## src/rtl/matrix_pkg.sv

```systemverilog
// -----------------------------------------------------------------------------
// matrix_pkg
// Shared definitions for the matrix-multiply sequencer (matrix_op_ctrl) and its
// index counter (matrix_idx_cnt).
//   STATE_W      width of the operation state code
//   ST_IDLE..    3-bit state codes seen on the state output
//   DIM_MAX      largest supported matrix dimension
//   state_t      enumerated FSM state type carrying the ST_* codes
// -----------------------------------------------------------------------------
package matrix_pkg;

  localparam int STATE_W = 3;
  localparam int DIM_MAX = 8;

  localparam logic [STATE_W-1:0] ST_IDLE  = 3'd0;
  localparam logic [STATE_W-1:0] ST_LOAD  = 3'd1;
  localparam logic [STATE_W-1:0] ST_CLEAR = 3'd2;
  localparam logic [STATE_W-1:0] ST_MAC   = 3'd3;
  localparam logic [STATE_W-1:0] ST_WRITE = 3'd4;
  localparam logic [STATE_W-1:0] ST_DONE  = 3'd5;

  typedef enum logic [STATE_W-1:0] {
    S_IDLE  = ST_IDLE,
    S_LOAD  = ST_LOAD,
    S_CLEAR = ST_CLEAR,
    S_MAC   = ST_MAC,
    S_WRITE = ST_WRITE,
    S_DONE  = ST_DONE
  } state_t;

endpackage

```

## src/rtl/matrix_idx_cnt.sv

```systemverilog
// -----------------------------------------------------------------------------
// matrix_idx_cnt
// Row / column / inner-product index counters for the matrix sequencer.
// All three counters wrap explicitly at DIM-1 (not at 2^IDX_W-1).
// Ports:
//   clk, reset_n        clock and asynchronous active-low reset
//   clr                 zero all three indices (priority over increments)
//   k_inc               advance k, wrapping to 0 after DIM-1
//   col_inc             advance col; on col wrap, advance row (also wrapping)
//   row_idx/col_idx/k_idx  current indices
//   k_last/col_last/row_last  index currently equals DIM-1
// -----------------------------------------------------------------------------
module matrix_idx_cnt
  import matrix_pkg::*;
#(
  parameter int DIM   = 4,
  parameter int IDX_W = 3
) (
  input  logic             clk,
  input  logic             reset_n,
  input  logic             clr,
  input  logic             k_inc,
  input  logic             col_inc,
  output logic [IDX_W-1:0] row_idx,
  output logic [IDX_W-1:0] col_idx,
  output logic [IDX_W-1:0] k_idx,
  output logic             k_last,
  output logic             col_last,
  output logic             row_last
);

  localparam logic [IDX_W-1:0] LAST = IDX_W'(DIM - 1);
  localparam logic [IDX_W-1:0] ONE  = IDX_W'(1);

  assign k_last   = (k_idx   == LAST);
  assign col_last = (col_idx == LAST);
  assign row_last = (row_idx == LAST);

  always_ff @(posedge clk or negedge reset_n) begin
    if (!reset_n) begin
      row_idx <= '0;
      col_idx <= '0;
      k_idx   <= '0;
    end else if (clr) begin
      row_idx <= '0;
      col_idx <= '0;
      k_idx   <= '0;
    end else begin
      if (k_inc) begin
        k_idx <= k_last ? '0 : k_idx + ONE;
      end
      if (col_inc) begin
        col_idx <= col_last ? '0 : col_idx + ONE;
        // Row only moves when the column wraps; after the final element it
        // wraps too, so DONE presents all indices at zero.
        if (col_last) begin
          row_idx <= row_last ? '0 : row_idx + ONE;
        end
      end
    end
  end

endmodule

```

## src/rtl/matrix_op_ctrl.sv

```systemverilog
// -----------------------------------------------------------------------------
// matrix_op_ctrl
// Sequencer FSM for the matrix-multiply datapath computing C = A*B over
// DIM x DIM matrices. Per element of C: CLEAR (1 cycle), MAC (DIM cycles),
// WRITE (1 cycle). One op is LOAD + DIM*DIM*(DIM+2) cycles + DONE.
// All outputs are Moore, decoded from registered state / indices.
// Optional feature: define MATRIX_OP_CTRL_PERF_EN to add cycle_cnt[15:0], a
// saturating count of busy cycles of the last op (cleared on entering LOAD,
// frozen by opclear, held in IDLE).
// Ports:
//   clk, reset_n   clock, asynchronous active-low reset
//   opstart        start request, honoured in IDLE only
//   opclear        synchronous abort to IDLE, priority over opstart
//   state          current state code (see matrix_pkg)
//   row_idx, col_idx, k_idx   C row / C column / inner-product index
//   mac_clr, mac_en, wr_en    accumulator clear / accumulate / result write
//   busy, done     not-IDLE flag, one-cycle completion pulse
//   cycle_cnt      (MATRIX_OP_CTRL_PERF_EN only) busy-cycle counter
// -----------------------------------------------------------------------------
module matrix_op_ctrl
  import matrix_pkg::*;
#(
  parameter int DIM   = 4,
  parameter int IDX_W = 3
) (
  input  logic               clk,
  input  logic               reset_n,
  input  logic               opstart,
  input  logic               opclear,
  output logic [STATE_W-1:0] state,
  output logic [IDX_W-1:0]   row_idx,
  output logic [IDX_W-1:0]   col_idx,
  output logic [IDX_W-1:0]   k_idx,
  output logic               mac_clr,
  output logic               mac_en,
  output logic               wr_en,
  output logic               busy,
  output logic               done
`ifdef MATRIX_OP_CTRL_PERF_EN
  ,
  output logic [15:0]        cycle_cnt
`endif
);

  state_t state_q;
  state_t state_d;
  logic   k_last;
  logic   col_last;
  logic   row_last;
  logic   idx_clr;
  logic   k_inc;
  logic   col_inc;

  // Next-state logic; opclear overrides everything, illegal codes recover.
  always_comb begin
    state_d = state_q;
    if (opclear) begin
      state_d = S_IDLE;
    end else begin
      case (state_q)
        S_IDLE:  if (opstart) state_d = S_LOAD;
        S_LOAD:  state_d = S_CLEAR;
        S_CLEAR: state_d = S_MAC;
        S_MAC:   if (k_last) state_d = S_WRITE;
        S_WRITE: state_d = (row_last && col_last) ? S_DONE : S_CLEAR;
        S_DONE:  state_d = S_IDLE;
        default: state_d = S_IDLE;
      endcase
    end
  end

  always_ff @(posedge clk or negedge reset_n) begin
    if (!reset_n) begin
      state_q <= S_IDLE;
    end else begin
      state_q <= state_d;
    end
  end

  // Indices are zeroed whenever the op ends (abort, illegal, DONE) and
  // while leaving LOAD so every op starts from (0,0,0).
  assign idx_clr = (state_d == S_IDLE) || (state_q == S_LOAD);
  assign k_inc   = (state_q == S_MAC);
  assign col_inc = (state_q == S_WRITE);

  matrix_idx_cnt #(
    .DIM   (DIM),
    .IDX_W (IDX_W)
  ) u_idx (
    .clk      (clk),
    .reset_n  (reset_n),
    .clr      (idx_clr),
    .k_inc    (k_inc),
    .col_inc  (col_inc),
    .row_idx  (row_idx),
    .col_idx  (col_idx),
    .k_idx    (k_idx),
    .k_last   (k_last),
    .col_last (col_last),
    .row_last (row_last)
  );

  // Moore output decode.
  assign state   = state_q;
  assign mac_clr = (state_q == S_CLEAR);
  assign mac_en  = (state_q == S_MAC);
  assign wr_en   = (state_q == S_WRITE);
  assign done    = (state_q == S_DONE);
  assign busy    = (state_q != S_IDLE);

`ifdef MATRIX_OP_CTRL_PERF_EN
  logic [15:0] cnt_q;

  always_ff @(posedge clk or negedge reset_n) begin
    if (!reset_n) begin
      cnt_q <= '0;
    end else if ((state_q == S_IDLE) && (state_d == S_LOAD)) begin
      cnt_q <= '0;
    end else if (busy && !opclear && (cnt_q != 16'hFFFF)) begin
      cnt_q <= cnt_q + 16'd1;
    end
  end

  assign cycle_cnt = cnt_q;
`endif

endmodule

```

## config.mk

```make
export PLATFORM = sky130hd
export DESIGN_NAME = matrix_op_ctrl
export DESIGN_NICKNAME = d
export VERILOG_FILES = /design/src/rtl/matrix_pkg.sv /design/src/rtl/matrix_idx_cnt.sv /design/src/rtl/matrix_op_ctrl.sv
export SDC_FILE = /design/constraint.sdc
export NUM_CORES = 1
export LEC_CHECK = 0
export CORE_MARGIN = 2
export CORE_UTILIZATION = 40
export CTS_CLUSTER_DIAMETER = 120
export CTS_CLUSTER_SIZE = 24
export DETAILED_ROUTE_END_ITERATION = 16
export HOLD_SLACK_MARGIN = 0.06
export PLACE_DENSITY = 0.74
export SYNTH_ARGS = -nofsm -noshare
export SYNTH_HDL_FRONTEND = slang
export SYNTH_SLANG_ARGS = --single-unit
```

## constraint.sdc

```tcl
create_clock -name clk -period 1.6 [get_ports clk]
set_clock_uncertainty 0.2 [all_clocks]
set_input_delay 0.32 -clock clk [delete_from_list [all_inputs] [get_ports clk]]
set_output_delay 0.32 -clock clk [all_outputs]
set_load 0.005 [all_outputs]
```

==> qor.csv, run 1 <==
stage,metric,value,unit
routing,Routed Antenna Nets,0,
routing,drt drc,0,
die,initial core utilization,0.441,
grt,first-pass GRT wire length,3460,um
status,outcome,finished with violations,
clock_network,H-Tree Depth,1,
synthesis,library cells used by synthesis,31,
grt,largest net degree at the start of global routing,13,
synthesis,Synth area leader,dfrtp_1,
synthesis,synthesized net count,75,
worst_setup_path,Setup crit end kind,output pin,
place,PortBufs,20,
synthesis,Yosys reg bits,12,
worst_setup_path,critical path data arrival time,1400,ps
sta,Fmax,522,MHz
die,DIE WIDTH,45.2,um
sta,final setup violation count,18,
grt,number of global-route vias before repair,764,
synthesis,sequential area share after synthesis,0.442,
sta,slew at the pin with the worst max-slew slack,424,ps
synthesis,yosys warns,0,
synthesis,top post-synthesis cells by area,"dfrtp_1 (44%), ha_1 (5.5%), a211oi_1 (4.4%)",
grt,initial antenna violation count,0,
place,DPL Wire Length,1190,um
synthesis,Post-synth top cells,"dfrtp_1 (12), inv_1 (5), a211oi_1 (4), nand2_1 (4), o21ai_0 (4)",
grt,gr ovfl total,0,
routing,Detailed Route Iter0 Violations,22,
status,failing checks,setup timing,
sta,worst setup margin,-316,ps
worst_setup_path,worst r2r src,state[2],
sta,relative slew slack,0.716,
sta,Tmin final,1920,ps
power,PwrDens,583,mW/mm2
clock_network,CTS root buf,clkbuf_4,
cells_and_area,post-route cell area,0.00134,mm2
place,gpl congestion,0.829,
place,post-place setup slack,-312,ps
place,dpl cell area,0.00103,mm2
synthesis,Gate Count Post-Synth,68,
synthesis,Mapped Area,679,um2
routing,vias,851,
clock_network,# hold bufs at CTS,0,
synthesis,Yosys top cell area share,0.442,
synthesis,"EDFF count, synth",0,
clock_network,Clock Latency Late Sink,280,ps
power,maximum VDD drop,0.462,mV
worst_setup_path,Critical path origin,state[2],
routing,drt wl/cell,20.9,um
cells_and_area,Final Net Count,135,
die,die area,0.00204,mm2
synthesis,Main synth FF type,dfrtp_1,
cells_and_area,final core utilization,0.867,
job,max-cap viol count,0,
cells_and_area,layout cells sized above 1,0.591,
routing,Via density,5.95,
power,P_leak,0.661,nW
sta,final hold vios,0,
clock_network,CTS tree,yes,
clock_network,clock-pin slew on the worst setup and hold paths,80,ps
power,Overall Power,0.779,mW
grt,Total GRT Usage,0.241,
die,io pins,21,
die,Die H,45.2,um
clock_network,clock sinks,12,
clock_network,Max Root-Sink Buffers,2,
synthesis,mean post-synth cell area,9.99,um2
cells_and_area,synthesis-to-finish area growth,96.7,%
worst_setup_path,CP required,1080,ps
clock_network,CTS Buf Count,3,
worst_hold_path,worst hold path type,in2async,
cells_and_area,FILL cells,69,
sta,"Slew Viols, Final",0,
sta,Final Cycle Share,1.20,
worst_setup_path,Max Fanout on Critical Path,3,
die,core footprint,0.00154,mm2
worst_setup_path,Startpoint Class,flip-flop,
synthesis,cell with the most instances after synthesis,dfrtp_1,
routing,DRT Pass-1 Iters,4,
worst_setup_path,critical path type,reg2out,
sta,RSZ-0062 raised after global routing,yes,
cells_and_area,diodes inserted,0,
routing,"wirelength, routed",2980,um
die,# rows,14,
synthesis,Post-synth ARST share,1.00,
==> per-layer routing <==
layer,GRT usage,share of wire,wire (um)
met4,0.118,0.031,93
met1,0.280,0.38,1140
met3,0.0400,0.079,235
met5,0,0,0
met2,0.426,0.51,1520
==> path summary, 6_finish.rpt <==
| kind | endpoint | slack [ps] | cells past startpoint |
|---|---|---|---|
| setup reg to reg | u_idx.k_idx[0] | -300 | 6 |
| max in group asynchronous | u_idx.k_idx[1] | 880 | 2 |
| setup / recovery | wr_en | -320 | 4 |
| min in group clk | u_idx.col_idx[1] | 400 | 2 |
| hold / removal | u_idx.row_idx[1] | 160 | 2 |
| hold reg to reg | u_idx.col_idx[1] | 400 | 2 |
==> metrics by stage <==
stage               hold WS, ps  setup TNS, ps  std cells
finish                      156          -4040        143
global route                179          -4990        143
CTS                         132          -2650        137
detailed placement          333          -3520        121
global placement            318          -3420        121
floorplan                  -176          -1190         68
==> worst max-delay path: stages (launching register included) <==
cell and delay (ps):
dfrtp_1 400, buf_6 120, or3b_4 390, inv_2 80, buf_2 120
==> cells by family (layout without fill, tap and decap cells) <==
| kind of cell | count (synthesis) | count (layout) | share of synthesized area |
|---|---|---|---|
| flip-flops | 12 | 12 | 0.442 |
| AND/OR/NAND/NOR | 25 | 25 | 0.228 |
| multiplexers | 1 | 1 | 0.0147 |
| adder cells (fa/ha/maj) | 3 | 3 | 0.0553 |
| buffers and inverters | 9 | 68 | 0.0645 |
| AO/OA/AOI/OAI | 18 | 18 | 0.195 |
==> state kept, by name (all words and copies together) (netlist names) <==
register and cells:
u_idx.col_idx 3, u_idx.k_idx 3, u_idx.row_idx 3, state 3
==> timing repair <==
action | CTS | global route
endpoints found under the setup margin | 27 | 20
pin swaps | 9 | 7
resized for setup | 64 | 15
hold endpoints to repair | 0 | 0
gates cloned | 0 | 0
setup buffers | 14 | 6
==> layout make-up <==
cell class | instances | area, um2 | area share
Inverter | 5 | 18.8 | 0.0140
Sequential cell | 12 | 300 | 0.225
Multi-Input combinational cell | 47 | 449 | 0.336
Timing Repair Buffer | 59 | 512 | 0.383
Tap cell | 16 | 20.0 | 0.0150
Clock buffer | 4 | 36.3 | 0.0272
==> power by group <==
part	leakage (nW)	total, mW	internal, mW	switching [mW]
registers	0.165	0.317	0.309	0.00809
clock network	0.0210	0.253	0.139	0.115
logic	0.474	0.209	0.116	0.0927
total	0.661	0.779	0.564	0.215
==> layout by cell type (no fill, tap or decap), drive strengths merged <==
master | Yosys | layout
or3b | 1 | 1
nand2 | 4 | 4
nand4b | 1 | 1
o21ai | 4 | 4
nor2b | 2 | 2
nand2b | 2 | 2
a21oi | 2 | 2
ha | 3 | 3
clkdlybuf4s50 | 0 | 3
nand3b | 1 | 1
o31a | 1 | 1
nor3 | 1 | 1
nor4bb | 1 | 1
o21bai | 2 | 2
nor2 | 3 | 3
nand3 | 3 | 3
o2bb2ai | 1 | 1
or2b | 1 | 1
a211oi | 5 | 5
or3 | 4 | 4
mux2i | 1 | 1
a31o | 1 | 1
dlygate4sd2 | 0 | 9
dfrtp | 12 | 12
inv | 5 | 5
and3b | 1 | 1
a2111oi | 2 | 2
clkbuf | 1 | 4
clkdlybuf4s15 | 0 | 2
buf | 3 | 45
No activity file was read; power rests on OpenSTA's default activity.
==> run 2: changes to the inputs <==
==> constraint.sdc (replaced) <==
create_clock -name clk -period 1.6 [get_ports clk]
set_clock_uncertainty 0.2 [all_clocks]
set_input_delay 0.32 -clock clk [delete_from_list [all_inputs] [get_ports clk]]
set_output_delay 0.32 -clock clk [all_outputs]
set_load 0.1 [all_outputs]
==> run 2 against run 1 <==
  * The run now fails in 5_1_grt
  * Synthesized cell count stayed put
  * Area after synthesis stayed put
==> qor.csv, run 2 <==
stage,metric,value,unit,change
status,outcome,did not finish,,
status,Fail Step,5_1_grt,,
status,Log Error,"[ERROR DPL-0038] Utilization greater than 100%, impossible to legalize",,
synthesis,cell with the most instances after synthesis,dfrtp_1,,
die,# rows,14,,unchanged
synthesis,sequential area share after synthesis,0.442,,unchanged
synthesis,Yosys reg bits,12,,unchanged
sta,Worst EP Category,top-level output,,
place,PortBufs,20,,unchanged
die,io pins,21,,unchanged
synthesis,Yosys top cell area share,0.442,,unchanged
die,initial core utilization,0.441,,unchanged
synthesis,library cells used by synthesis,31,,unchanged
grt,largest net degree at the start of global routing,13,,
synthesis,synthesized net count,75,,unchanged
synthesis,Gate Count Post-Synth,68,,unchanged
synthesis,yosys warns,0,,unchanged
synthesis,"EDFF count, synth",0,,unchanged
clock_network,clock sinks,12,,unchanged
synthesis,Post-synth top cells,"dfrtp_1 (12), inv_1 (5), a211oi_1 (4), nand2_1 (4), o21ai_0 (4)",,
synthesis,mean post-synth cell area,9.99,um2,unchanged
die,Die H,45.2,um,unchanged
synthesis,top post-synthesis cells by area,"dfrtp_1 (44%), ha_1 (5.5%), a211oi_1 (4.4%)",,
clock_network,CTS root buf,clkbuf_4,,
synthesis,Mapped Area,679,um2,unchanged
sta,grt repair worst endpoint,wr_en,,
place,gpl congestion,0.824,,-0.56%
synthesis,Main synth FF type,dfrtp_1,,
clock_network,CTS Buf Count,3,,unchanged
die,DIE WIDTH,45.2,um,unchanged
place,post-place setup slack,-400,ps,-88.5 ps
clock_network,H-Tree Depth,1,,unchanged
place,DPL Wire Length,1570,um,+32%
clock_network,Max Root-Sink Buffers,2,,unchanged
synthesis,Post-synth ARST share,1.00,,unchanged
synthesis,Synth area leader,dfrtp_1,,
run 2: cell counts after synthesis:
No cell type changed its count.
run 2: cell families after synthesis:
kind of cell | after synthesis | synth area share
AO/OA/AOI/OAI | 18 | 0.195
buffers and inverters | 9 | 0.0645
adder cells (fa/ha/maj) | 3 | 0.0553
multiplexers | 1 | 0.0147
AND/OR/NAND/NOR | 25 | 0.228
flip-flops | 12 | 0.442
run 2: through the flow:
step           instances   util  setup TNS, ps  area [um2]  hold WS [ps]
2_1_floorplan         68      -          -8400         748          -176
3_3_place_gp         123  0.826          -2930        1270           355
3_5_place_dp         123  0.826          -3300        1270           376
4_1_cts              136  0.953          -4820        1470           135
run 2: timing repair:
| item | CTS |
|---|---|
| gates cloned | 0 |
| pin swaps | 5 |
| hold buffers | 0 |
| gates resized for setup | 22 |
| setup endpoints to repair | 22 |
| setup buffers | 10 |
==> run 3: changes to the inputs <==
Settings changed: CORE_AREA set to 2 2 63 65, CORE_MARGIN 2 to unset, CORE_UTILIZATION 40 to unset, CTS_CLUSTER_DIAMETER 120 to unset, CTS_CLUSTER_SIZE 24 to unset, DIE_AREA set to 0 0 65 67, HOLD_SLACK_MARGIN 0.06 to unset, PLACE_DENSITY 0.74 to unset, PLACE_DENSITY_LB_ADDON set to 0.15.
Clock period 1.6 ns to 2.1 ns, I/O delays scaled along.
==> run 3 against run 2 <==
  * The flow now finishes without violations
==> qor.csv, run 3 (same netlist as run 1, synthesis figures left out) <==
stage,metric,value,unit,change
clock_network,H-Tree Depth,1,,unchanged
grt,initial antenna violation count,0,,
die,die area,0.00436,mm2,
routing,drt wl/cell,12.0,um,
sta,Final Cycle Share,0.996,,
die,core footprint,0.00361,mm2,
routing,drt drc,0,,
routing,Via density,4.22,,
grt,Total GRT Usage,0.0861,,
cells_and_area,layout cells sized above 1,0.500,,
cells_and_area,Final Net Count,102,,
grt,number of global-route vias before repair,608,,
place,gpl congestion,0.709,,-14%
sta,relative slew slack,0.602,,
sta,final setup violation count,0,,
worst_setup_path,Worst R2R End,u_idx.col_idx[0],,
status,outcome,"finished, final reports clean",,
place,post-place setup slack,77.6,ps,+478 ps
clock_network,clock sinks,12,,unchanged
worst_setup_path,critical path data arrival time,1470,ps,
routing,Routed Antenna Nets,0,,
die,DIE WIDTH,65,um,+44%
sta,"Slew Viols, Final",0,,
cells_and_area,diodes inserted,0,,
die,initial core utilization,0.188,,-0.252
routing,"wirelength, routed",1700,um,
cells_and_area,final core utilization,0.345,,
clock_network,Clock Latency Late Sink,240,ps,
power,Overall Power,0.695,mW,
sta,RSZ-0062 raised after global routing,yes,,
routing,Detailed Route Iter0 Violations,22,,
power,PwrDens,559,mW/mm2,
place,placed cells,135,,+9.8%
grt,largest net degree at the start of global routing,14,,
clock_network,clock-pin slew on the worst setup and hold paths,50,ps,
routing,DRT Pass-1 Iters,4,,
sta,slew at the pin with the worst max-slew slack,596,ps,
power,maximum VDD drop,0.134,mV,
place,PortBufs,20,,unchanged
sta,Tmin final,2090,ps,
cells_and_area,synthesis-to-finish area growth,83.1,%,
grt,gr ovfl total,0,,
sta,Fmax,478,MHz,
cells_and_area,most frequent cells in the layout,"buf_12 (17), buf_4 (6), dfrtp_1 (6)",,
place,DPL Wire Length,1260,um,-20%
cells_and_area,post-route cell area,0.00124,mm2,
worst_setup_path,CP required,1480,ps,
clock_network,CTS root buf,clkbuf_8,,
clock_network,Max Root-Sink Buffers,2,,unchanged
place,dpl cell area,0.00116,mm2,-8.9%
cells_and_area,Post-Layout Cell Count,142,,
worst_setup_path,Setup crit end kind,output pin,,
sta,setup TNS,0,ps,
worst_setup_path,r2r setup slk,220,ps,
worst_setup_path,Startpoint Class,flip-flop,,
cells_and_area,"most common cell after layout, fill and taps aside",buf_12,,
worst_setup_path,worst r2r src,state[1],,
routing,vias,599,,
job,max-cap viol count,0,,
sta,worst setup margin,8.66,ps,
worst_setup_path,Max Fanout on Critical Path,5,,
die,# rows,22,,+8
grt,first-pass GRT wire length,2840,um,
worst_setup_path,critical path type,reg2out,,
clock_network,CTS tree,yes,,
worst_setup_path,worst r2r path cells,4,,
sta,final hold vios,0,,
sta,Hold WS,335,ps,
die,io pins,21,,unchanged
clock_network,CTS Buf Count,3,,unchanged
worst_hold_path,worst hold path type,in2async,,
die,Die H,67,um,+48%
power,P_leak,0.481,nW,
-- run 3: what timing repair did --
item / 4_1_cts / 5_1_grt
pin swaps: 1 / 1
gates resized for setup: 2 / 0
hold buffers: 0 / 0
setup endpoints to repair: 3 / 3
setup buffers: 1 / 2
-- run 3: critical path, cell delays in order (launching register included) --
cell	delay (ps)
dfrtp_4	490
or3b_4	450
clkinvlp_4	110
buf_12	170
-- run 3: final cells by class --
class / count / area, um2
fillers: 366 / 2360
repair buffers: 26 / 415
multi-input cells: 47 / 372
flip-flops and latches: 12 / 315
well taps: 48 / 60.1
clock buffers: 4 / 55.1
inverters: 5 / 26.3
-- run 3: worst max path at each step --
stage | endpoint | start
6_report | wr_en | state[1]
5_1_grt | wr_en | state[1]
4_1_cts | wr_en | state[1]
3_5_place_dp | u_idx.col_idx[2] | opstart
3_3_place_gp | u_idx.col_idx[2] | opstart
2_1_floorplan | u_idx.row_idx[0] | state[1]
-- run 3: routing by layer --
| layer | vias up | global-route usage | routed length (um) |
|---|---|---|---|
| li1 | 299 | - | - |
| met1 | 285 | 0.0989 | 743 |
| met2 | 10 | 0.149 | 849 |
| met3 | 5 | 0.0118 | 58 |
| met4 | 0 | 0.0559 | 52 |
| met5 | - | 0 | 0 |
-- run 3: report_power, final --
part	switching, mW	leakage [nW]	internal [mW]
Clock	0.0909	0.0288	0.166
Sequential	0.00418	0.156	0.238
Combinational	0.126	0.297	0.0703
Total	0.221	0.481	0.475
